<file path="src/rtl/card_shuffler.sv">
// card_shuffler: turns a free-running random word stream into a uniformly
// shuffled deck of NCARDS card IDs (Fisher-Yates with rejection sampling).
// Optional macro SHUFFLE_REJECT_LIMIT_EN bounds each shuffle step to 8 cycles
// by force-accepting on the 8th consecutive rejection.
//
// Handshake: pulse start while idle or done; busy is high while the deck is
// being rebuilt and shuffled; done is a level that stays high until the next
// accepted start. start is ignored while busy. Never busy and done together.
module card_shuffler #(
  parameter int NCARDS = 21,
  parameter int IDXW   = 5,
  parameter int RW     = 32
) (
  input  logic            clk,
  input  logic            reset,
  input  logic            start,
  input  logic [RW-1:0]   rand_in,
  input  logic [IDXW-1:0] rd_addr,
  output logic [IDXW-1:0] rd_data,
  output logic            busy,
  output logic            done
);

  typedef enum logic [1:0] {
    S_IDLE = 2'd0,
    S_INIT = 2'd1,
    S_SHUF = 2'd2,
    S_DONE = 2'd3
  } state_t;

  localparam logic [IDXW-1:0] LAST = IDXW'(NCARDS - 1);
  localparam logic [IDXW-1:0] ONE  = IDXW'(1);

  state_t          state;
  state_t          state_next;

  // idx is the write pointer k during INIT and the Fisher-Yates index i in SHUF
  logic [IDXW-1:0] idx;
  logic [IDXW-1:0] deck [NCARDS];

  logic [IDXW-1:0] mask;
  logic [IDXW-1:0] jraw;
  logic [IDXW-1:0] jsel;
  logic            in_range;
  logic            accept;
  logic            start_go;
  logic            shuf_step;
  logic [IDXW-1:0] deck_i;
  logic [IDXW-1:0] deck_j;

  // Only the low IDXW bits of the random word are consumed
  logic            unused_rand_bits;
  assign unused_rand_bits = ^rand_in[RW-1:IDXW];

  // Mask covers every bit position up to the MSB set in idx
  always_comb begin
    mask = '0;
    for (int b = 0; b < IDXW; b++) begin
      mask[b] = ((idx >> b) != '0);
    end
  end

  assign jraw     = rand_in[IDXW-1:0] & mask;
  assign in_range = (jraw <= idx);

`ifdef SHUFFLE_REJECT_LIMIT_EN
  logic [2:0] rej_cnt;
  logic       force_acc;

  assign force_acc = !in_range && (rej_cnt == 3'd7);
  assign accept    = in_range || force_acc;
  // jraw <= mask <= 2*idx+1, so folding down by idx+1 always lands in 0..idx
  assign jsel      = in_range ? jraw : (jraw - (idx + ONE));

  // Consecutive-rejection counter, cleared on each accept and on SHUF entry
  always_ff @(posedge clk or posedge reset) begin
    if (reset) begin
      rej_cnt <= 3'd0;
    end else if (state == S_INIT || start_go) begin
      rej_cnt <= 3'd0;
    end else if (state == S_SHUF) begin
      if (accept) rej_cnt <= 3'd0;
      else        rej_cnt <= rej_cnt + 3'd1;
    end
  end
`else
  assign accept = in_range;
  assign jsel   = jraw;
`endif

  assign start_go  = start && (state == S_IDLE || state == S_DONE);
  assign shuf_step = (state == S_SHUF) && accept;

  // Current contents at the two swap positions
  always_comb begin
    deck_i = '0;
    deck_j = '0;
    for (int k = 0; k < NCARDS; k++) begin
      if (IDXW'(k) == idx)  deck_i = deck[k];
      if (IDXW'(k) == jsel) deck_j = deck[k];
    end
  end

  // State register
  always_ff @(posedge clk or posedge reset) begin
    if (reset) state <= S_IDLE;
    else       state <= state_next;
  end

  // Next-state logic
  always_comb begin
    state_next = state;
    case (state)
      S_IDLE:  if (start) state_next = S_INIT;
      S_INIT:  if (idx == LAST) state_next = S_SHUF;
      S_SHUF:  if (accept && idx == ONE) state_next = S_DONE;
      S_DONE:  if (start) state_next = S_INIT;
      default: state_next = S_IDLE;
    endcase
  end

  // Status outputs decoded from state, so they follow reset immediately
  always_comb begin
    busy = 1'b0;
    done = 1'b0;
    case (state)
      S_INIT:  busy = 1'b1;
      S_SHUF:  busy = 1'b1;
      S_DONE:  done = 1'b1;
      default: ;
    endcase
  end

  // Index: counts up through INIT, then down one per accepted swap
  always_ff @(posedge clk or posedge reset) begin
    if (reset) begin
      idx <= '0;
    end else if (start_go) begin
      idx <= '0;
    end else if (state == S_INIT) begin
      idx <= (idx == LAST) ? LAST : (idx + ONE);
    end else if (shuf_step) begin
      idx <= idx - ONE;
    end
  end

  // Deck storage: identity on reset and INIT, two-entry swap on accept
  always_ff @(posedge clk or posedge reset) begin
    if (reset) begin
      for (int k = 0; k < NCARDS; k++) deck[k] <= IDXW'(k);
    end else if (state == S_INIT) begin
      for (int k = 0; k < NCARDS; k++) begin
        if (IDXW'(k) == idx) deck[k] <= IDXW'(k);
      end
    end else if (shuf_step) begin
      for (int k = 0; k < NCARDS; k++) begin
        if (IDXW'(k) == idx)       deck[k] <= deck_j;
        else if (IDXW'(k) == jsel) deck[k] <= deck_i;
      end
    end
  end

  // Combinational read port; out-of-deck addresses read as 0
  always_comb begin
    rd_data = '0;
    for (int k = 0; k < NCARDS; k++) begin
      if (rd_addr == IDXW'(k)) rd_data = deck[k];
    end
  end

endmodule

</file>
<file path="config.mk">
export PLATFORM = sky130hd
export DESIGN_NAME = card_shuffler
export DESIGN_NICKNAME = d
export VERILOG_FILES = /design/src/rtl/card_shuffler.sv
export SDC_FILE = /design/constraint.sdc
export NUM_CORES = 1
export LEC_CHECK = 0
export ABC_CLOCK_PERIOD_IN_PS = 4300
export CORE_AREA = 2 2 162 164
export CTS_BUF_LIST = sky130_fd_sc_hd__clkbuf_4
export CTS_CLUSTER_DIAMETER = 30
export DETAILED_ROUTE_END_ITERATION = 10
export DIE_AREA = 0 0 164 166
export DONT_BUFFER_PORTS = 1
export PLACE_DENSITY = 0.62
export SETUP_SLACK_MARGIN = 0.15
export SLEW_MARGIN = 0
export SYNTH_ARGS = -nofsm -noshare
export SYNTH_HDL_FRONTEND = slang
export SYNTH_SLANG_ARGS = --single-unit
</file>
<file path="constraint.sdc">
create_clock -name clk -period 4.3 [get_ports clk]
set_input_delay 1.075 -clock clk [delete_from_list [all_inputs] [get_ports clk]]
set_output_delay 1.075 -clock clk [all_outputs]
set_load 0.01 [all_outputs]
</file>
==> impl_metrics.csv <==
group,metric,value,unit
detailed_routing,first_pass_iters,7,
global_routing,globalRouteMet1Util,0.491,
global_routing,overflow,0,
detailed_routing,wl,47800,um
synthesis,async_flop_share,1.00,
synthesis,synth_area_leaders,"dfrtp_1 (17%), dfstp_2 (11%), nand2_1 (5.5%), nor2_1 (3.5%), nor3_1 (3.3%)",
critical_path,cp_max_fo,17,
die,coreArea,25600,um2
global_routing,grt_pass1_vias,10400,
global_routing,grt_util_met2,0.503,
run,drv_cap,0,
synthesis,synthFlopType,"dfrtp_1",
sta,rsz0062_at_grt,"yes",
critical_path,critPathKind,"reg -> reg",
detailed_routing,dr_total_vias,11100,
critical_path,cp.required,4.70,ns
pwr,ir_drop,533,uV
global_routing,gr-max-usage-layer,"met2",
detailed_routing,drc,0,
layout,final_cell_mix,"nand2_1 (147), nor2_1 (95), buf_4 (75)",
run_status,outcome,"finished clean",
critical_path,crit_arrival,4.44,ns
synthesis,yosysUniqueCellTypes,106,
sta,finalSetupViolCount,0,
detailed_routing,drt-initial-drc-count,1797,
synthesis,yosys_warnings,0,
detailed_routing,wire_per_inst,30.8,um
detailed_routing,antenna_left,0,
pwr,p_int,0.00411,W
synthesis,yosysSeqAreaShare,0.284,
pwr,power.density,908,nW/um2
layout,area_growth,8.01,%
synthesis,ys_seq_elements,112,
placement,dp_hpwl,35400,um
pwr,leakagePower,4.21,nW
layout,fillCellCount,2592,
sta,fmax,248,MHz
synthesis,synth-edff-count,0,
synthesis,netlist.area_leader.share,0.174,
placement,port_buffers,0,
pwr,p_sw_frac,0.583,
clock_network,cts_root_buffer,"clkbuf_4",
clock_network,path_clk_slew,0.20,ns
layout,fin_util,0.424,
layout,layout-drive-gt1-share,0.188,
critical_path,start_kind,"flop",
sta,relSlewSlack,0.187,
pwr,power,0.00986,W
die,die_h,166,um
pwr,clkPwrFrac,0.068,
global_routing,grt_util_met3,0.0767,
pwr,pwr-share-seq,0.248,
clock_network,cts_hold_buf,0,
clock_network,numClockSinks,112,
sta,worst_clock_skew,0.0198,ns
global_routing,grt_pass1_wl,70800,um
sta,layout_min_cycle_time,4.04,ns
sta,totalNegativeSetupSlack,0,ns
sta,tightest_slew,1.22,ns
synthesis,syn_area_per_cell,8.23,um2
global_routing,grt_max_degree,61,
die,std_cell_rows,59,
clock_network,cts_buffer_depth,2,
die,die_w,164,um
worst_hold_path,min_path_type,"in -> async",
placement,finalWeightedCongestion,1.01,
layout,multi_input_area,6570,um2
clock_network,cts_buffers,9,
die,die-area,27200,um2
detailed_routing,viasPerCell,7.16,
sta,drv_slew,0,
sta,post-route-period-util,0.939,
synthesis,yosysTopAreaCell,"dfrtp_1",
clock_network,insertion_delay,0.55,ns
synthesis,syn-cell-area,10100,um2
synthesis,syn_nets,1276,
sta,finalHoldViolations,0,
clock_network,cts_tree,"yes",
clock_network,h-tree-depth,3,
layout,final_common_cell,"nand2_1",
pwr,comb_power_share,0.684,
layout,seq_area,2860,um2
global_routing,grtUsageTotal,0.351,
pwr,net-switching-power,0.00575,W
global_routing,antenna_found_initial,1,
synthesis,synthCells,1222,
die,start_util,0.393,
die,ios,47,
layout,fin_nets,1268,
critical_path,cp-end-kind,"flop",
==> registers in the layout (all words and copies together) (netlist names) <==
signal	count
idx	5
state	2
deck	105
==> metrics by stage <==
stage,cell area (um2),setup WS [ns],std cells,hold WS (ns)
final,10900,0.262,1555,0.476
after global routing,10900,0.145,1555,0.513
after CTS,10800,0.168,1554,0.476
after detailed placement,10600,0.167,1536,0.511
after global placement,10600,0.193,1536,0.499
after floorplan,10100,0.219,1222,0.460
==> kinds of logic after synthesis <==
family,Yosys count,synth area share
flops,112,0.284
buf+inv,147,0.0663
compound gates,403,0.309
xor+xnor,1,0.000871
simple gates,494,0.256
fa+ha+maj,14,0.0174
mux,51,0.0664
==> metal layers <==
metal	up-vias	routed length [um]
met4	0	2780
met2	848	20200
met5	-	0
li1	4692	-
met1	5436	18900
met3	160	5980
==> cell usage after synthesis, types with 27 or more instances <==
master and n:
nand2_1 147, nor2_1 95, dfrtp_1 70, nor3_1 66, a21oi_1 53, clkbuf_1 52
o21ai_0 51, inv_1 45, dfstp_2 42, nand3_1 42, a221oi_1 30, nor2b_1 28
o221ai_1 28, buf_2 27, mux2i_1 27
==> power by group through the flow <==
stage	logic [W]	registers [W]	clock network, W
floorplan	0.00388	0.00198	0
detailed placement	0.00643	0.00239	0
finish	0.00675	0.00244	0.000669
global route	0.00699	0.00245	0.000717
CTS	0.00645	0.00238	0.000684
global placement	0.00639	0.00240	0
==> area by class of cell <==
| type | instances | area share |
|---|---|---|
| tap | 335 | 0.0386 |
| antenna | 1 | 0.000230 |
| timing repair buffer | 80 | 0.0610 |
| clock buffer | 9 | 0.00622 |
| inverter | 48 | 0.0169 |
| multi-input combinational | 963 | 0.605 |
| sequential | 112 | 0.263 |
| clock inverter | 7 | 0.00910 |
==> worst max-delay path, stage by stage, from the launching register on <==
cell and delay [ns]:
dfrtp_1 0.50, inv_1 0.20, ha_1 0.34, or4b_1 0.72, nand3_1 0.20, buf_4 0.26
nor2_1 0.07, a221oi_1 0.37, o221ai_1 0.27, and3_4 0.29, nor2_8 0.43, o221ai_1 0.21
==> path summary, 6_finish.rpt <==
check | from | cells after the start | slack (ns) | endpoint
max | idx[1] | 11 | 0.26 | deck[62]
min in group clk | deck[38] | 2 | 0.54 | deck[38]
max in group asynchronous | reset | 2 | 3.01 | deck[58]
min reg2reg | deck[38] | 2 | 0.54 | deck[38]
max reg2reg | idx[1] | 11 | 0.26 | deck[62]
min | reset | 1 | 0.48 | deck[18]
==> timing repair <==
item / in CTS / in global routing
gates resized for setup: 0 / 7
setup buffers: 2 / 0
endpoints found under the hold margin: 0 / 0
pin swaps: 1 / 0
setup endpoints to repair: 4 / 37
No activity file was read; power rests on OpenSTA's default activity.
